File: src/rtl/dcache_port_arb_pkg.sv
// Shared types and default widths for the data-cache port arbiter.
// The load-burst limiter is only built when DCACHE_ARB_STARVE_GUARD_EN is defined.
package dcache_port_arb_pkg;

    localparam int unsigned DEF_ADDR_WIDTH     = 32;
    localparam int unsigned DEF_DATA_WIDTH     = 32;
    localparam int unsigned DEF_BYTE_SEL_WIDTH = 4;
    localparam int unsigned DEF_MAX_LD_BURST   = 4;

    typedef enum logic [1:0] {
        IDLE    = 2'd0,
        LD_BUSY = 2'd1,
        ST_BUSY = 2'd2,
        FENCE   = 2'd3
    } arb_state_e;

    // Width of the consecutive-load counter: wide enough for max_burst, never below 3 bits.
    function automatic int unsigned burst_cnt_width(input int unsigned max_burst);
        int unsigned w;
        w = $clog2(max_burst + 1);
        return (w < 3) ? 3 : w;
    endfunction

endpackage

File: src/rtl/dcache_port_arb_if.sv
// Bundle of the LSU load port, store-buffer drain port, fence handshake and
// the downstream dcache request/response signals.
// slave  : the arbiter's view.  master : the view of the surrounding requesters/dcache.
interface dcache_port_arb_if
    import dcache_port_arb_pkg::*;
#(
    parameter int unsigned ADDR_WIDTH     = DEF_ADDR_WIDTH,
    parameter int unsigned DATA_WIDTH     = DEF_DATA_WIDTH,
    parameter int unsigned BYTE_SEL_WIDTH = DEF_BYTE_SEL_WIDTH
);

    logic                      ld_req_i;
    logic [ADDR_WIDTH-1:0]     ld_addr_i;
    logic [BYTE_SEL_WIDTH-1:0] ld_sel_byte_i;
    logic                      ld_ack_o;
    logic [DATA_WIDTH-1:0]     ld_rdata_o;
    logic                      ld_hazard_i;

    logic                      stb_req_i;
    logic [ADDR_WIDTH-1:0]     stb_addr_i;
    logic [DATA_WIDTH-1:0]     stb_wdata_i;
    logic [BYTE_SEL_WIDTH-1:0] stb_sel_byte_i;
    logic                      stb_full_i;
    logic                      stb_empty_i;
    logic                      stb_ack_o;

    logic                      fence_i;
    logic                      fence_done_o;

    logic                      arb2dcache_req_o;
    logic [ADDR_WIDTH-1:0]     arb2dcache_addr_o;
    logic [DATA_WIDTH-1:0]     arb2dcache_wdata_o;
    logic [BYTE_SEL_WIDTH-1:0] arb2dcache_sel_byte_o;
    logic                      arb2dcache_w_en_o;
    logic                      dcache2arb_ack_i;
    logic [DATA_WIDTH-1:0]     dcache2arb_rdata_i;

    modport slave (
        input  ld_req_i, ld_addr_i, ld_sel_byte_i, ld_hazard_i,
        input  stb_req_i, stb_addr_i, stb_wdata_i, stb_sel_byte_i, stb_full_i, stb_empty_i,
        input  fence_i,
        input  dcache2arb_ack_i, dcache2arb_rdata_i,
        output ld_ack_o, ld_rdata_o, stb_ack_o, fence_done_o,
        output arb2dcache_req_o, arb2dcache_addr_o, arb2dcache_wdata_o,
        output arb2dcache_sel_byte_o, arb2dcache_w_en_o
    );

    modport master (
        output ld_req_i, ld_addr_i, ld_sel_byte_i, ld_hazard_i,
        output stb_req_i, stb_addr_i, stb_wdata_i, stb_sel_byte_i, stb_full_i, stb_empty_i,
        output fence_i,
        output dcache2arb_ack_i, dcache2arb_rdata_i,
        input  ld_ack_o, ld_rdata_o, stb_ack_o, fence_done_o,
        input  arb2dcache_req_o, arb2dcache_addr_o, arb2dcache_wdata_o,
        input  arb2dcache_sel_byte_o, arb2dcache_w_en_o
    );

endinterface

File: src/rtl/dcache_arb_req_reg.sv
// Holding register for the request presented to the dcache. Fields are captured
// at grant and stay frozen while req is high; req drops the edge after the ack.
module dcache_arb_req_reg
    import dcache_port_arb_pkg::*;
#(
    parameter int unsigned ADDR_WIDTH     = DEF_ADDR_WIDTH,
    parameter int unsigned DATA_WIDTH     = DEF_DATA_WIDTH,
    parameter int unsigned BYTE_SEL_WIDTH = DEF_BYTE_SEL_WIDTH
) (
    input  logic                      clk,
    input  logic                      rst_n,
    input  logic                      grant,
    input  logic                      grant_w_en,
    input  logic [ADDR_WIDTH-1:0]     grant_addr,
    input  logic [DATA_WIDTH-1:0]     grant_wdata,
    input  logic [BYTE_SEL_WIDTH-1:0] grant_sel_byte,
    input  logic                      dcache_ack,
    output logic                      req,
    output logic [ADDR_WIDTH-1:0]     addr,
    output logic [DATA_WIDTH-1:0]     wdata,
    output logic [BYTE_SEL_WIDTH-1:0] sel_byte,
    output logic                      w_en,
    output logic                      done
);

    logic                      req_r;
    logic [ADDR_WIDTH-1:0]     addr_r;
    logic [DATA_WIDTH-1:0]     wdata_r;
    logic [BYTE_SEL_WIDTH-1:0] sel_byte_r;
    logic                      w_en_r;

    // Capture the winner at grant, release req on ack, otherwise hold everything.
    always_ff @(posedge clk) begin
        if (!rst_n) begin
            req_r      <= 1'b0;
            addr_r     <= {ADDR_WIDTH{1'b0}};
            wdata_r    <= {DATA_WIDTH{1'b0}};
            sel_byte_r <= {BYTE_SEL_WIDTH{1'b0}};
            w_en_r     <= 1'b0;
        end else if (grant) begin
            req_r      <= 1'b1;
            addr_r     <= grant_addr;
            wdata_r    <= grant_wdata;
            sel_byte_r <= grant_sel_byte;
            w_en_r     <= grant_w_en;
        end else if (req_r && dcache_ack) begin
            req_r      <= 1'b0;
        end else begin
            req_r      <= req_r;
        end
    end

    // An ack only completes a transaction while one is outstanding.
    assign done     = req_r & dcache_ack;
    assign req      = req_r;
    assign addr     = addr_r;
    assign wdata    = wdata_r;
    assign sel_byte = sel_byte_r;
    assign w_en     = w_en_r;

endmodule

File: src/rtl/dcache_port_arb.sv
// Arbiter between the LSU load port and the store-buffer drain port for a
// single dcache port, with fence (drain-all) support.
// Optional build macro: DCACHE_ARB_STARVE_GUARD_EN (bounds consecutive loads
// granted while a store is waiting to MAX_LD_BURST).
module dcache_port_arb
    import dcache_port_arb_pkg::*;
#(
    parameter int unsigned ADDR_WIDTH     = DEF_ADDR_WIDTH,
    parameter int unsigned DATA_WIDTH     = DEF_DATA_WIDTH,
    parameter int unsigned BYTE_SEL_WIDTH = DEF_BYTE_SEL_WIDTH,
    parameter int unsigned MAX_LD_BURST   = DEF_MAX_LD_BURST
) (
    input  logic             clk,
    input  logic             rst_n,
    dcache_port_arb_if.slave bus
);

    arb_state_e                state_r;
    arb_state_e                state_s;
    logic                      grant_ld_s;
    logic                      grant_st_s;
    logic                      fence_done_s;
    logic                      fence_pend_set_s;
    logic                      fence_pend_clr_s;
    logic                      fence_pend_r;
    logic                      starve_s;

    logic [ADDR_WIDTH-1:0]     grant_addr_s;
    logic [DATA_WIDTH-1:0]     grant_wdata_s;
    logic [BYTE_SEL_WIDTH-1:0] grant_sel_s;

    logic                      req_busy_s;
    logic                      txn_done_s;
    logic                      req_w_en_s;
    logic [ADDR_WIDTH-1:0]     req_addr_s;
    logic [DATA_WIDTH-1:0]     req_wdata_s;
    logic [BYTE_SEL_WIDTH-1:0] req_sel_s;

    logic                      ld_ack_r;
    logic                      stb_ack_r;
    logic                      fence_done_r;
    logic [DATA_WIDTH-1:0]     ld_rdata_r;

`ifdef DCACHE_ARB_STARVE_GUARD_EN
    localparam int unsigned          BURST_W   = burst_cnt_width(MAX_LD_BURST);
    localparam logic [BURST_W-1:0]   BURST_MAX = BURST_W'(MAX_LD_BURST);
    logic [BURST_W-1:0]              ld_burst_r;

    // Count loads granted while a store waits; any store grant or an idle store port resets it.
    always_ff @(posedge clk) begin
        if (!rst_n) begin
            ld_burst_r <= {BURST_W{1'b0}};
        end else if (!bus.stb_req_i || grant_st_s) begin
            ld_burst_r <= {BURST_W{1'b0}};
        end else if (grant_ld_s && (ld_burst_r < BURST_MAX)) begin
            ld_burst_r <= ld_burst_r + BURST_W'(1);
        end else begin
            ld_burst_r <= ld_burst_r;
        end
    end

    assign starve_s = bus.stb_req_i && (ld_burst_r >= BURST_MAX);
`else
    assign starve_s = 1'b0;
`endif

    // State register.
    always_ff @(posedge clk) begin
        if (!rst_n) begin
            state_r <= IDLE;
        end else begin
            state_r <= state_s;
        end
    end

    // Next state, grant decision and fence bookkeeping.
    always_comb begin
        state_s          = state_r;
        grant_ld_s       = 1'b0;
        grant_st_s       = 1'b0;
        fence_done_s     = 1'b0;
        fence_pend_set_s = 1'b0;
        fence_pend_clr_s = 1'b0;
        case (state_r)
            IDLE: begin
                if (bus.fence_i || fence_pend_r) begin
                    fence_pend_clr_s = 1'b1;
                    if (bus.stb_empty_i) begin
                        fence_done_s = 1'b1;
                        state_s      = IDLE;
                    end else begin
                        state_s      = FENCE;
                    end
                end else if (bus.stb_req_i && (bus.ld_hazard_i || bus.stb_full_i || starve_s)) begin
                    grant_st_s = 1'b1;
                    state_s    = ST_BUSY;
                end else if (bus.ld_req_i && !bus.ld_hazard_i) begin
                    grant_ld_s = 1'b1;
                    state_s    = LD_BUSY;
                end else if (bus.stb_req_i) begin
                    grant_st_s = 1'b1;
                    state_s    = ST_BUSY;
                end else begin
                    state_s    = IDLE;
                end
            end
            LD_BUSY, ST_BUSY: begin
                // A fence seen mid-transaction is remembered and served after the ack.
                if (bus.fence_i) begin
                    fence_pend_set_s = 1'b1;
                end else begin
                    fence_pend_set_s = 1'b0;
                end
                if (txn_done_s) begin
                    state_s = IDLE;
                end else begin
                    state_s = state_r;
                end
            end
            FENCE: begin
                // Loads are blocked; drain stores one at a time until the buffer is empty.
                if (req_busy_s) begin
                    state_s = FENCE;
                end else if (bus.stb_empty_i) begin
                    fence_done_s = 1'b1;
                    state_s      = IDLE;
                end else if (bus.stb_req_i) begin
                    grant_st_s = 1'b1;
                    state_s    = FENCE;
                end else begin
                    state_s    = FENCE;
                end
            end
            default: begin
                state_s = IDLE;
            end
        endcase
    end

    // Pending-fence flag for fences that arrive while a transaction is outstanding.
    always_ff @(posedge clk) begin
        if (!rst_n) begin
            fence_pend_r <= 1'b0;
        end else if (fence_pend_clr_s) begin
            fence_pend_r <= 1'b0;
        end else if (fence_pend_set_s) begin
            fence_pend_r <= 1'b1;
        end else begin
            fence_pend_r <= fence_pend_r;
        end
    end

    // Select the payload of the winning requester.
    always_comb begin
        grant_addr_s  = bus.ld_addr_i;
        grant_wdata_s = {DATA_WIDTH{1'b0}};
        grant_sel_s   = bus.ld_sel_byte_i;
        if (grant_st_s) begin
            grant_addr_s  = bus.stb_addr_i;
            grant_wdata_s = bus.stb_wdata_i;
            grant_sel_s   = bus.stb_sel_byte_i;
        end else begin
            grant_addr_s  = bus.ld_addr_i;
            grant_wdata_s = {DATA_WIDTH{1'b0}};
            grant_sel_s   = bus.ld_sel_byte_i;
        end
    end

    dcache_arb_req_reg #(
        .ADDR_WIDTH     (ADDR_WIDTH),
        .DATA_WIDTH     (DATA_WIDTH),
        .BYTE_SEL_WIDTH (BYTE_SEL_WIDTH)
    ) u_req_reg (
        .clk            (clk),
        .rst_n          (rst_n),
        .grant          (grant_ld_s | grant_st_s),
        .grant_w_en     (grant_st_s),
        .grant_addr     (grant_addr_s),
        .grant_wdata    (grant_wdata_s),
        .grant_sel_byte (grant_sel_s),
        .dcache_ack     (bus.dcache2arb_ack_i),
        .req            (req_busy_s),
        .addr           (req_addr_s),
        .wdata          (req_wdata_s),
        .sel_byte       (req_sel_s),
        .w_en           (req_w_en_s),
        .done           (txn_done_s)
    );

    // Completion pulses and load data capture, one cycle after the dcache ack.
    always_ff @(posedge clk) begin
        if (!rst_n) begin
            ld_ack_r     <= 1'b0;
            stb_ack_r    <= 1'b0;
            fence_done_r <= 1'b0;
            ld_rdata_r   <= {DATA_WIDTH{1'b0}};
        end else begin
            ld_ack_r     <= txn_done_s & ~req_w_en_s;
            stb_ack_r    <= txn_done_s & req_w_en_s;
            fence_done_r <= fence_done_s;
            if (txn_done_s && !req_w_en_s) begin
                ld_rdata_r <= bus.dcache2arb_rdata_i;
            end else begin
                ld_rdata_r <= ld_rdata_r;
            end
        end
    end

    assign bus.ld_ack_o              = ld_ack_r;
    assign bus.ld_rdata_o            = ld_rdata_r;
    assign bus.stb_ack_o             = stb_ack_r;
    assign bus.fence_done_o          = fence_done_r;
    assign bus.arb2dcache_req_o      = req_busy_s;
    assign bus.arb2dcache_addr_o     = req_addr_s;
    assign bus.arb2dcache_wdata_o    = req_wdata_s;
    assign bus.arb2dcache_sel_byte_o = req_sel_s;
    assign bus.arb2dcache_w_en_o     = req_w_en_s;

endmodule

File: src/flat_wrapper.sv
// flat-port wrapper written by rule: the top's interface ports become plain ports
module dcache_port_arb_flat import dcache_port_arb_pkg::*;
#(
    parameter int unsigned ADDR_WIDTH     = DEF_ADDR_WIDTH,
    parameter int unsigned DATA_WIDTH     = DEF_DATA_WIDTH,
    parameter int unsigned BYTE_SEL_WIDTH = DEF_BYTE_SEL_WIDTH,
    parameter int unsigned MAX_LD_BURST   = DEF_MAX_LD_BURST
)
  (clk, rst_n, bus_ld_req_i, bus_ld_addr_i, bus_ld_sel_byte_i, bus_ld_hazard_i, bus_stb_req_i, bus_stb_addr_i, bus_stb_wdata_i, bus_stb_sel_byte_i, bus_stb_full_i, bus_stb_empty_i, bus_fence_i, bus_dcache2arb_ack_i, bus_dcache2arb_rdata_i, bus_ld_ack_o, bus_ld_rdata_o, bus_stb_ack_o, bus_fence_done_o, bus_arb2dcache_req_o, bus_arb2dcache_addr_o, bus_arb2dcache_wdata_o, bus_arb2dcache_sel_byte_o, bus_arb2dcache_w_en_o);
  dcache_port_arb_if #(.ADDR_WIDTH(ADDR_WIDTH), .DATA_WIDTH(DATA_WIDTH), .BYTE_SEL_WIDTH(BYTE_SEL_WIDTH)) bus_i ();
  input  logic clk;
  input  logic rst_n;
  input wire logic [$bits(bus_i.ld_req_i)-1:0] bus_ld_req_i;
  input wire logic [$bits(bus_i.ld_addr_i)-1:0] bus_ld_addr_i;
  input wire logic [$bits(bus_i.ld_sel_byte_i)-1:0] bus_ld_sel_byte_i;
  input wire logic [$bits(bus_i.ld_hazard_i)-1:0] bus_ld_hazard_i;
  input wire logic [$bits(bus_i.stb_req_i)-1:0] bus_stb_req_i;
  input wire logic [$bits(bus_i.stb_addr_i)-1:0] bus_stb_addr_i;
  input wire logic [$bits(bus_i.stb_wdata_i)-1:0] bus_stb_wdata_i;
  input wire logic [$bits(bus_i.stb_sel_byte_i)-1:0] bus_stb_sel_byte_i;
  input wire logic [$bits(bus_i.stb_full_i)-1:0] bus_stb_full_i;
  input wire logic [$bits(bus_i.stb_empty_i)-1:0] bus_stb_empty_i;
  input wire logic [$bits(bus_i.fence_i)-1:0] bus_fence_i;
  input wire logic [$bits(bus_i.dcache2arb_ack_i)-1:0] bus_dcache2arb_ack_i;
  input wire logic [$bits(bus_i.dcache2arb_rdata_i)-1:0] bus_dcache2arb_rdata_i;
  output wire logic [$bits(bus_i.ld_ack_o)-1:0] bus_ld_ack_o;
  output wire logic [$bits(bus_i.ld_rdata_o)-1:0] bus_ld_rdata_o;
  output wire logic [$bits(bus_i.stb_ack_o)-1:0] bus_stb_ack_o;
  output wire logic [$bits(bus_i.fence_done_o)-1:0] bus_fence_done_o;
  output wire logic [$bits(bus_i.arb2dcache_req_o)-1:0] bus_arb2dcache_req_o;
  output wire logic [$bits(bus_i.arb2dcache_addr_o)-1:0] bus_arb2dcache_addr_o;
  output wire logic [$bits(bus_i.arb2dcache_wdata_o)-1:0] bus_arb2dcache_wdata_o;
  output wire logic [$bits(bus_i.arb2dcache_sel_byte_o)-1:0] bus_arb2dcache_sel_byte_o;
  output wire logic [$bits(bus_i.arb2dcache_w_en_o)-1:0] bus_arb2dcache_w_en_o;
  assign bus_i.ld_req_i = bus_ld_req_i;
  assign bus_i.ld_addr_i = bus_ld_addr_i;
  assign bus_i.ld_sel_byte_i = bus_ld_sel_byte_i;
  assign bus_i.ld_hazard_i = bus_ld_hazard_i;
  assign bus_i.stb_req_i = bus_stb_req_i;
  assign bus_i.stb_addr_i = bus_stb_addr_i;
  assign bus_i.stb_wdata_i = bus_stb_wdata_i;
  assign bus_i.stb_sel_byte_i = bus_stb_sel_byte_i;
  assign bus_i.stb_full_i = bus_stb_full_i;
  assign bus_i.stb_empty_i = bus_stb_empty_i;
  assign bus_i.fence_i = bus_fence_i;
  assign bus_i.dcache2arb_ack_i = bus_dcache2arb_ack_i;
  assign bus_i.dcache2arb_rdata_i = bus_dcache2arb_rdata_i;
  assign bus_ld_ack_o = bus_i.ld_ack_o;
  assign bus_ld_rdata_o = bus_i.ld_rdata_o;
  assign bus_stb_ack_o = bus_i.stb_ack_o;
  assign bus_fence_done_o = bus_i.fence_done_o;
  assign bus_arb2dcache_req_o = bus_i.arb2dcache_req_o;
  assign bus_arb2dcache_addr_o = bus_i.arb2dcache_addr_o;
  assign bus_arb2dcache_wdata_o = bus_i.arb2dcache_wdata_o;
  assign bus_arb2dcache_sel_byte_o = bus_i.arb2dcache_sel_byte_o;
  assign bus_arb2dcache_w_en_o = bus_i.arb2dcache_w_en_o;
  dcache_port_arb #(.ADDR_WIDTH(ADDR_WIDTH), .DATA_WIDTH(DATA_WIDTH), .BYTE_SEL_WIDTH(BYTE_SEL_WIDTH), .MAX_LD_BURST(MAX_LD_BURST)) u_core (.clk(clk), .rst_n(rst_n), .bus(bus_i));
endmodule
File: config.mk
export PLATFORM = sky130hd
export DESIGN_NAME = dcache_port_arb_flat
export DESIGN_NICKNAME = d
export VERILOG_FILES = /design/src/rtl/dcache_port_arb_pkg.sv /design/src/rtl/dcache_port_arb_if.sv /design/src/rtl/dcache_arb_req_reg.sv /design/src/rtl/dcache_port_arb.sv /design/src/flat_wrapper.sv
export SDC_FILE = /design/constraint.sdc
export NUM_CORES = 1
export LEC_CHECK = 0
export BUFFER_PORTS_ARGS = -buffer_cell sky130_fd_sc_hd__buf_2
export CAP_MARGIN = 10
export CELL_PAD_IN_SITES_DETAIL_PLACEMENT = 2
export CELL_PAD_IN_SITES_GLOBAL_PLACEMENT = 2
export CORE_ASPECT_RATIO = 0.9
export CORE_MARGIN = 5
export CORE_UTILIZATION = 24
export CTS_BUF_LIST = sky130_fd_sc_hd__clkbuf_8 sky130_fd_sc_hd__clkbuf_16
export CTS_CLUSTER_SIZE = 28
export DETAILED_ROUTE_END_ITERATION = 10
export PLACE_DENSITY = 0.84
export RECOVER_POWER = 100
export SLEW_MARGIN = 10
export SYNTH_ARGS = -nofsm -noshare
export SYNTH_HDL_FRONTEND = slang
export SYNTH_HIERARCHICAL = 1
export SYNTH_SLANG_ARGS = --single-unit
export TNS_END_PERCENT = 1
File: constraint.sdc
create_clock -name clk -period 2.1 [get_ports clk]
set_input_delay 0.315 -clock clk [delete_from_list [all_inputs] [get_ports clk]]
set_output_delay 0.315 -clock clk [all_outputs]
set_load 0.01 [all_outputs]
==> qor.yml, run 1 <==
placed_design:
  dp_hpwl_mm: 16.1
  placed_cells: 1162
  place.gp.congestion: 0.711
  portBuffers: 249
  postPlaceCellArea_um2: 7300
synthesis:
  synthCells: 648
  synth_ff_type: "dfxtp_1"
  synth-seq-cells: 108
  synth-edff-count: 0
  synth_cell_types: 36
  async_flop_share: 0
  ys_seq_area_frac: 0.376
  yosys_warnings: 6
  syn_area_per_cell_um2: 8.88
  netlist_area_um2: 5750
  syn-num-nets: 795
route:
  wl_per_cell_um: 18.9
  vias_per_cell: 4.79
  wirelength_mm: 22.4
  route.detailed.drc: 0
  vias: 5672
  drt_iter0_markers: 197
  drtAntennaViolNets: 0
  drtPass1Iterations: 4
global_route:
  grt_overflow: 0
  grt_max_degree: 51
  grt_first_pass_wirelength_mm: 34.4
  grt_pass1_vias: 6235
  grt.total_usage: 0.156
  antenna_found_initial: 7
power:
  combPwrFrac: 0.429
  p_int_w: 0.00443
  ir_drop_v: 0.000397
  power_leakage_nw: 2.76
  switching_power_w: 0.00276
  p_per_area_nw_per_um2: 946
  netSwitchingFraction: 0.384
  p_total_w: 0.00719
  clock_power_share: 0.231
  power_frac_seq: 0.340
floorplanning:
  fp.dieW_um: 173
  io_pins: 250
  row_count: 53
  initial_core_util: 0.245
  die_area_um2: 27200
  core_area_um2: 23500
  die_h_um: 157
setup_path:
  crit_fanout: 14
  cp_common_cell: "buf_12"
  crit_chain: "inv_2 -> ha_4 -> nand3b_1 -> a2111oi_2 -> buf_4 -> o21bai_4 -> buf_12 -> buf_12 -> mux2i_1 -> nor2b_1"
  path_class: "reg -> reg"
  cpPeakStageDelay_ns: 0.35
  critPathTopFamily: "buffers and inverters"
  end_kind: "register"
  arrival_ns: 2.28
  critPathBufInv: 4
  crit_slowest_cell: "dfxtp_2"
  required_ns: 2.34
  startpoint_type: "register"
sta:
  fin_worst_skew_ns: 0.0108
  timing.setup.tns_ns: 0
  setup_violations: 0
  fmax_mhz: 491
  worst_pin_slew_ns: 0.675
  layout_min_cycle_time_ns: 2.04
  max_slew_margin: 0.550
  rsz0062_at_grt: "yes"
  min_period_over_period: 0.970
  hold_violations: 0
  report.final.slew_viol_count: 0
flow_run:
  maxCapViolations: 0
cts:
  cts_tree: "yes"
  htree_levels: 3
  cts_buffers: 9
  holdBufCountCts: 0
  clk_pin_slew_worst_paths_ns: 0.08
  clock_latency_ns: 0.35
  clockBufferDepth: 2
  ctsRootBufferMaster: "clkbuf_16"
  clock-sinks: 108
worst_hold_path:
  hp-class: "in -> reg"
outcome:
  status: "finished, final reports clean"
finish:
  final_cells: 1185
  syn2layout_area_growth_pct: 32.0
  finalNetCount: 1024
  drive_gt1_frac: 0.237
  final_cell_area_um2: 7590
  fillers: 2777
## state kept, by name, indices dropped and copies added, names as in the netlist
| signal | count |
|---|---|
| u_core/state_r | 2 |
| u_core/u_req_reg/sel_byte | 4 |
| u_core/bus.fence_done_o | 1 |
| u_core/u_req_reg/w_en | 1 |
| u_core/fence_pend_r | 1 |
| u_core/u_req_reg/req | 1 |
| u_core/u_req_reg/wdata | 32 |
| u_core/bus.ld_rdata_o | 32 |
| u_core/u_req_reg/addr | 32 |
| u_core/bus.stb_ack_o | 1 |
| u_core/bus.ld_ack_o | 1 |
## path summary, 6_finish.rpt
kind,start,to,slack (ns),cells past startpoint
setup / recovery,u_core/state_r[1],u_core/u_req_reg/wdata[21],0.06,10
setup reg to reg,u_core/state_r[1],u_core/u_req_reg/wdata[21],0.06,10
hold reg to reg,u_core/bus.ld_rdata_o[31],u_core/bus.ld_rdata_o[31],0.47,2
hold / removal,bus_dcache2arb_rdata_i[3],u_core/bus.ld_rdata_o[3],0.20,3
## through the flow
stage	util	hold WS, ns	setup slack, ns
after floorplan	-	0.441	0.0773
after global placement	0.311	0.445	0.0745
after detailed placement	0.311	0.456	-0.00200
after CTS	0.323	0.188	0.00415
after global routing	0.324	0.196	-0.0283
final	0.324	0.202	0.0623
## synth_stat cells, types with 2 or more instances
cell / n / area share
a21boi_0: 32 / 0.042
a22oi_1: 36 / 0.047
and2_1: 2 / 0.0022
and4bb_2: 2 / 0.0043
buf_1: 6 / 0.0039
buf_2: 9 / 0.0078
buf_6: 9 / 0.018
buf_8: 7 / 0.018
clkbuf_1: 29 / 0.019
dfxtp_1: 108 / 0.38
ha_1: 2 / 0.0043
inv_1: 2 / 0.0013
mux2i_1: 69 / 0.12
nand2_1: 101 / 0.066
nand2b_1: 4 / 0.0043
nand3_1: 36 / 0.031
nor2b_1: 108 / 0.12
nor3b_1: 33 / 0.043
o211ai_1: 33 / 0.043
o211ai_2: 3 / 0.0065
o221a_2: 2 / 0.0039
## power groups by stage
stage / clock (W) / combinational, W / sequential, W
2_1_floorplan: 0 / 0.00191 / 0.00256
3_3_place_gp: 0 / 0.00291 / 0.00247
3_5_place_dp: 0 / 0.00300 / 0.00248
4_1_cts: 0.00175 / 0.00301 / 0.00243
5_1_grt: 0.00184 / 0.00340 / 0.00247
6_report: 0.00166 / 0.00308 / 0.00244
## placed cells by master, fill, tap and decap left out, drive strengths merged, types with 2 or more instances in the layout
master,count
a21boi,32
nand3,36
inv,5
and2,3
o211ai,36
clkinv,4
dfxtp,108
buf,170
and4bb,2
nand2,101
ha,2
o221a,2
a21oi,2
mux2i,69
nor3b,33
clkbuf,118
nand2b,4
nor2b,108
a22oi,36
## cell type report
class,count,area [um2],area share
multi-input cells,477,3240,0.426
flip-flops and latches,108,2160,0.285
repair buffers,279,1530,0.201
well taps,302,378,0.0498
clock buffers,9,225,0.0297
clock inverters,7,51.3,0.00675
inverters,2,7.51,0.000988
diodes,1,2.50,0.000329
## worst reg2reg max path, cell delays in order (launching register included)
cell       delay (ns)
dfxtp_2          0.35
inv_2            0.06
ha_4             0.14
nand3b_1         0.10
a2111oi_2        0.32
buf_4            0.18
o21bai_4         0.12
buf_12           0.18
buf_12           0.18
mux2i_1          0.23
nor2b_1          0.07
## repair_timing
item / CTS / global route
setup endpoints to repair: 24 / 68
resized for setup: 1 / 11
cloned: 0 / 5
buffers inserted: 0 / 1
pin swaps: 0 / 1
## metal layers
metal  global-route usage  wire length (um)  part of all wire
met5                    0                80            0.0036
met4               0.0331               244             0.011
met3               0.0620              1710             0.076
met2                0.269             10800              0.48
met1                0.185              9630              0.43
## kinds of logic after synthesis
family                     Yosys count  share of synthesized area
AOI/OAI and AO/OA                  114                      0.154
DFF                                108                      0.376
adders and majority gates            2                    0.00435
and+or+nand+nor                    292                      0.277
buffers and inverters               63                     0.0691
muxes                               69                      0.120
Note: power is estimated with default switching activity, not from simulation.
==> run 2, diff against run 1 <==
Settings changed: PLACE_DENSITY 0.84 to 0.85.
==> qor.yml, run 2 (synthesized netlist as in run 1, its figures left out) <==
floorplanning:
  core_area_um2: 23500  # unchanged
  initial_core_util: 0.245  # unchanged
  die_area_um2: 27200  # unchanged
  row_count: 53  # unchanged
  io_pins: 250  # unchanged
  die_h_um: 157  # unchanged
  fp.dieW_um: 173  # unchanged
power:
  p_total_w: 0.00718  # was 0.00719 W
  p_per_area_nw_per_um2: 950  # was 946 nW/um2
  power_leakage_nw: 2.75  # was 2.76 nW
  ir_drop_v: 0.000447  # was 0.000397 V
sta:
  layout_min_cycle_time_ns: 2.01  # was 2.04 ns
  setup_violations: 0  # unchanged
  fmax_mhz: 498  # was 491 MHz
  min_period_over_period: 0.957  # was 0.970
  report.final.slew_viol_count: 0  # unchanged
  hold_violations: 0  # unchanged
  rsz0062_at_grt: "yes"  # unchanged
  fin_worst_skew_ns: 0.00764  # was 0.0108 ns
  worst_pin_slew_ns: 0.699  # was 0.675 ns
  max_slew_margin: 0.534  # was 0.550
setup_path:
  crit_slowest_cell: "dfxtp_1"  # was dfxtp_2
  arrival_ns: 2.25  # was 2.28 ns
  end_kind: "register"  # unchanged
  startpoint_type: "register"  # unchanged
  critPathTopFamily: "buffers and inverters"  # unchanged
  cpPeakStageDelay_ns: 0.33  # was 0.35 ns
  crit_chain: "inv_1 -> ha_4 -> nand3b_1 -> a2111oi_2 -> buf_4 -> o21bai_4 -> buf_12 -> buf_16 -> mux2i_1 -> nor2b_1"  # was inv_2 -> ha_4 -> nand3b_1 -> a2111oi_2 -> buf_4 -> o21bai_4 -> buf_12 -> buf_12 -> mux2i_1 -> nor2b_1
  crit_fanout: 19  # was 14
  path_class: "reg -> reg"  # unchanged
  critPathBufInv: 4  # unchanged
  required_ns: 2.35  # was 2.34 ns
placed_design:
  dp_hpwl_mm: 16.4  # was 16.1 mm
  postPlaceCellArea_um2: 7310  # was 7300 um2
  placed_cells: 1162  # unchanged
  place.gp.congestion: 0.774  # was 0.711
  portBuffers: 249  # unchanged
cts:
  ctsRootBufferMaster: "clkbuf_16"  # unchanged
  clock-sinks: 108  # unchanged
  cts_buffers: 9  # unchanged
  cts_tree: "yes"  # unchanged
  holdBufCountCts: 0  # unchanged
  clk_pin_slew_worst_paths_ns: 0.08  # about the same
  htree_levels: 3  # unchanged
  clock_latency_ns: 0.35  # about the same
  clockBufferDepth: 2  # unchanged
finish:
  final_cell_area_um2: 7560  # was 7590 um2
  final_common_cell: "buf_2"  # unchanged
  finalNetCount: 1023  # was 1024
  drive_gt1_frac: 0.232  # was 0.237
  ff_latch_area_um2: 2160  # about the same
  postLayoutCoreUtil: 0.322  # was 0.324
  multi_input_comb_area_um2: 3240  # about the same
  final_cells: 1184  # was 1185
  fillers: 2759  # was 2777
  syn2layout_area_growth_pct: 31.4  # was 32.0%
  layout_common_cells: "buf_2 (144), dfxtp_1 (108), nor2b_1 (107), clkbuf_1 (105), nand2_1 (101)"  # was buf_2 (144), nor2b_1 (107), dfxtp_1 (106), clkbuf_1 (105), nand2_1 (101)
route:
  vias_per_cell: 4.78  # was 4.79
  drtPass1Iterations: 4  # unchanged
  wirelength_mm: 22.7  # was 22.4 mm
  vias: 5658  # was 5672
  drtAntennaViolNets: 0  # unchanged
  route.detailed.drc: 0  # unchanged
  wl_per_cell_um: 19.2  # was 18.9 um
  drt_iter0_markers: 182  # was 197
global_route:
  antenna_found_initial: 6  # was 7
  grt_overflow: 0  # unchanged
  grt_max_degree: 76  # was 51
  grt.total_usage: 0.162  # was 0.156
  grt_pass1_vias: 6398  # was 6235
  grt_first_pass_wirelength_mm: 35.3  # was 34.4 mm
worst_hold_path:
  hp-class: "in -> reg"  # unchanged
flow_run:
  maxCapViolations: 0  # unchanged
outcome:
  status: "finished, final reports clean"  # unchanged
[run 2: layer usage]
| metal | vias up | share of wire | track usage | routed length, um |
|---|---|---|---|---|
| li1 | 2702 | - | - | - |
| met1 | 2763 | 0.43 | 0.192 | 9770 |
| met2 | 162 | 0.49 | 0.287 | 11100 |
| met3 | 21 | 0.070 | 0.0548 | 1600 |
| met4 | 10 | 0.0099 | 0.0312 | 225 |
| met5 | - | 0.0027 | 0 | 62 |
[run 2: per-stage QoR]
step,setup slack (ns),hold slack [ns],TNS (ns)
final,0.0913,0.205,0
after global routing,-0.0167,0.200,-0.0630
after CTS,-0.00632,0.181,-0.00632
after detailed placement,-0.0551,0.457,-0.119
after global placement,0.0550,0.446,0
after floorplan,0.0773,0.441,0
[run 2: worst min-delay path: cells and delay by family]
kind	cells	cell delay, ns
compound gates	1	0.06
buf+inv	1	0.10
simple gates	1	0.04
[run 2: layout make-up]
type | instances | share of cell area
antenna | 1 | 0.000331
clock buffer | 10 | 0.0316
clock inverter | 6 | 0.00745
inverter | 2 | 0.000993
multi-input combinational | 478 | 0.429
sequential | 108 | 0.286
tap | 302 | 0.0500
timing repair buffer | 277 | 0.195
[run 2: what timing repair did]
| item | in CTS | in global routing |
|---|---|---|
| setup buffers | 0 | 3 |
| pin swaps | 1 | 1 |
| cloned | 1 | 1 |
| resized for setup | 3 | 2 |
| setup endpoints to repair | 50 | 54 |
[run 2: power by group]
part / switching, W / total [W] / internal [W]
registers: 0.000143 / 0.00243 / 0.00229
logic: 0.00176 / 0.00300 / 0.00124
clock network: 0.000887 / 0.00175 / 0.000866
[run 2: final timing paths]
kind	from	endpoint	slack, ns	cells past startpoint
worst max-delay path	u_core/state_r[0]	u_core/u_req_reg/wdata[18]	0.09	10
worst min-delay path	bus_dcache2arb_rdata_i[8]	u_core/bus.ld_rdata_o[8]	0.21	3
worst max register to register	u_core/state_r[0]	u_core/u_req_reg/wdata[18]	0.09	10
worst min register to register	u_core/bus.ld_rdata_o[4]	u_core/bus.ld_rdata_o[4]	0.47	2
==> run 3, diff against run 2 <==
Settings changed: ABC_AREA from default to 1, CORE_UTILIZATION 24 to 21.
Clock period 2.1 ns to 1.6 ns, I/O delays scaled along.
==> qor.yml, run 3 <==
synthesis:
  netlist_area_um2: 4960  # was 5750 um2
  syn-num-nets: 838  # was 795
  syn_area_per_cell_um2: 7.18  # was 8.88 um2
  synthCells: 691  # was 648
  async_flop_share: 0  # unchanged
  synth_top_cell_by_area: "dfxtp_1"  # unchanged
  synth_cell_types: 21  # was 36
  synth_ff_type: "dfxtp_1"  # unchanged
  synth_top_cells_by_count: "nor2_1 (146), dfxtp_1 (108), o21ai_0 (105), nor2_2 (98), nand2_1 (84)"  # was dfxtp_1 (108), nor2b_1 (108), nand2_1 (101), mux2i_1 (69)
  synth-seq-cells: 108  # unchanged
  synthDominantCellAreaShare: 0.436  # was 0.376
  synth-edff-count: 0  # unchanged
  ys_seq_area_frac: 0.436  # was 0.376
  post-synth-top-count-cell: "nor2_1"
  yosys_warnings: 6  # unchanged
  synth_area_leaders: "dfxtp_1 (44%), nor2_2 (12%), nor2_1 (11%)"  # was dfxtp_1 (38%), mux2i_1 (12%), nor2b_1 (12%)
finish:
  postLayoutCoreUtil: 0.312  # was 0.322
  final_common_cell: "buf_2"  # unchanged
  layout_common_cells: "buf_2 (149), nor2_1 (145), dfxtp_1 (106), clkbuf_1 (101), nor2_2 (95)"  # was buf_2 (144), dfxtp_1 (108), nor2b_1 (107), clkbuf_1 (105), nand2_1 (101)
  drive_gt1_frac: 0.351  # was 0.232
  syn2layout_area_growth_pct: 46.8  # was 31.4%
  diodes: 0  # was 1
  finalNetCount: 1105  # was 1023
  final_cells: 1265  # was 1184
  fillers: 2892  # was 2759
  final_cell_area_um2: 7290  # was 7560 um2
power:
  power_frac_seq: 0.325  # was 0.339
  switching_power_w: 0.00460  # was 0.00279 W
  p_int_w: 0.00659  # was 0.00440 W
  netSwitchingFraction: 0.411  # was 0.388
  p_total_w: 0.0112  # was 0.00718 W
  ir_drop_v: 0.000534  # was 0.000447 V
  combPwrFrac: 0.471  # was 0.417
  power_leakage_nw: 3.41  # was 2.75 nW
  p_per_area_nw_per_um2: 1540  # was 950 nW/um2
  clock_power_share: 0.205  # was 0.244
setup_path:
  arrival_ns: 2.04  # was 2.25 ns
  rr_worst_depth: 12  # was 10
  required_ns: 1.88  # was 2.35 ns
  crit_fanout: 8  # was 19
  crit_cells: 12  # was 10
  cpPeakStageDelay_ns: 0.34  # was 0.33 ns
  crit_slowest_cell: "dfxtp_2"  # was dfxtp_1
  end_kind: "register"  # unchanged
  critPathTopFamily: "simple AND/OR/NAND/NOR gates"  # was buffers and inverters
  critPathBufInv: 3  # was 4
  crit_chain: "inv_2 -> ha_4 -> nand2_2 -> nor2_1 -> nand2_1 -> nand2_4 -> nand2_8 -> o21ai_4 -> buf_12 -> buf_12 -> o21ai_2 -> nor2_1"  # was inv_1 -> ha_4 -> nand3b_1 -> a2111oi_2 -> buf_4 -> o21bai_4 -> buf_12 -> buf_16 -> mux2i_1 -> nor2b_1
  startpoint_type: "register"  # unchanged
  path_class: "reg -> reg"  # unchanged
route:
  drtAntennaViolNets: 0  # unchanged
  vias: 5515  # was 5658
  vias_per_cell: 4.36  # was 4.78
  route.detailed.drc: 0  # unchanged
  wl_per_cell_um: 17.0  # was 19.2 um
  drt_iter0_markers: 175  # was 182
  wirelength_mm: 21.5  # was 22.7 mm
  drtPass1Iterations: 4  # unchanged
global_route:
  grt_first_pass_wirelength_mm: 32.3  # was 35.3 mm
  antenna_found_initial: 5  # was 6
  grt_pass1_vias: 5879  # was 6398
  grt_max_degree: 63  # was 76
  grt.total_usage: 0.153  # was 0.162
  grt_overflow: 0  # unchanged
cts:
  cts_tree: "yes"  # unchanged
  cts_buffers: 9  # unchanged
  clk_pin_slew_worst_paths_ns: 0.08  # about the same
  clock_latency_ns: 0.36  # was 0.35 ns
  ctsRootBufferMaster: "clkbuf_16"  # unchanged
  clockBufferDepth: 2  # unchanged
  holdBufCountCts: 0  # unchanged
  htree_levels: 3  # unchanged
  clock-sinks: 108  # unchanged
sta:
  max_slew_margin: 0.787  # was 0.534
  fin_worst_skew_ns: 0.0128  # was 0.00764 ns
  setup_ws_ns: -0.166  # was 0.0913 ns
  rsz0062_at_grt: "yes"  # unchanged
  report.final.slew_viol_count: 0  # unchanged
  worst_pin_slew_ns: 0.318  # was 0.699 ns
  layout_min_cycle_time_ns: 1.77  # was 2.01 ns
  setup_violations: 70  # was 0
  fmax_mhz: 566  # was 498 MHz
  min_period_over_period: 1.10  # was 0.957
  hold_violations: 0  # unchanged
  holdWs_ns: 0.133  # was 0.205 ns
floorplanning:
  die_area_um2: 26800  # was 27200 um2
  die_h_um: 156  # was 157 um
  io_pins: 250  # unchanged
  fp.dieW_um: 172  # was 173 um
  initial_core_util: 0.213  # was 0.245
  core_area_um2: 23300  # was 23500 um2
  row_count: 53  # unchanged
placed_design:
  place.gp.congestion: 0.766  # was 0.774
  portBuffers: 249  # unchanged
  dp_hpwl_mm: 15.7  # was 16.4 mm
  placed_cells: 1231  # was 1162
  postPlaceCellArea_um2: 6720  # was 7310 um2
outcome:
  status: "finished, violations left"  # was finished, final reports clean
  violations: "setup timing"
worst_hold_path:
  min_path_cells: 3  # unchanged
  hp-class: "in -> reg"  # unchanged
flow_run:
  maxCapViolations: 0  # unchanged
run 3: cell types whose count changed in the layout (fill, tap and decap cells not counted), sizes merged, moves of 31 or more:
cell	previous run	this run
nor2	1	244
nor2b	108	0
o21ai	1	105
mux2i	69	0
inv	5	56
a22oi	36	0
o211ai	36	0
nor3b	33	0
a21boi	32	1
run 3: final timing paths:
kind	end	startpoint	slack [ns]
worst max-delay path	u_core/u_req_reg/addr[29]	u_core/state_r[0]	-0.17
worst min-delay path	u_core/bus.ld_rdata_o[13]	bus_dcache2arb_rdata_i[13]	0.13
worst max register to register	u_core/u_req_reg/addr[29]	u_core/state_r[0]	-0.17
worst min register to register	u_core/bus.ld_rdata_o[0]	u_core/bus.ld_rdata_o[0]	0.49
run 3: kinds of logic (layout without fill, tap and decap cells):
kind of cell    count (synthesis)  count (layout)  share of synthesized area
flops                         108             108                      0.436
compound gates                109             109                      0.112
simple gates                  373             373                      0.346
buf+inv                        99             371                      0.102
fa+ha+maj                       2               2                    0.00504
run 3: layout make-up:
cell class / count / area, um2 / share of cell area
tap: 302 / 378 / 0.0519
inverter: 54 / 214 / 0.0294
sequential: 108 / 2160 / 0.297
multi-input combinational: 484 / 2390 / 0.328
timing repair buffer: 301 / 1840 / 0.253
clock inverter: 6 / 56.3 / 0.00773
clock buffer: 10 / 239 / 0.0328
run 3: worst reg2reg max path: cells and delay by family, from the launching register on:
kind                     cells  cell delay, ns
AND/OR/NAND/NOR              6            0.57
buffers and inverters        3            0.44
flip-flops                   1            0.34
AO/OA/AOI/OAI                2            0.19
adder cells (fa/ha/maj)      1            0.15
run 3: per-layer routing:
layer	wire length (um)	GRT usage
met4	257	0.0337
met2	10300	0.263
met5	88	0
met3	1790	0.0550
met1	9020	0.183
run 3: power by group through the flow:
| stage | sequential, W | combinational, W | clock (W) |
|---|---|---|---|
| floorplan | 0.00388 | 0.00251 | 0 |
| global placement | 0.00362 | 0.00446 | 0 |
| detailed placement | 0.00365 | 0.00463 | 0 |
| CTS | 0.00361 | 0.00524 | 0.00242 |
| global route | 0.00371 | 0.00580 | 0.00251 |
| finish | 0.00363 | 0.00527 | 0.00229 |
run 3: repair_timing:
item	4_1_cts	5_1_grt
endpoints found under the hold margin	0	0
pin swaps	3	24
setup buffers	10	1
resized for setup	53	25
gates cloned	3	4
endpoints found under the setup margin	70	70
run 3: stage by stage:
stage / TNS, ns / worst slack, ns
2_1_floorplan: -9.99 / -0.162
3_3_place_gp: -2.97 / -0.0792
3_5_place_dp: -11.65 / -0.259
4_1_cts: -8.32 / -0.153
5_1_grt: -16.65 / -0.283
6_report: -9.37 / -0.166
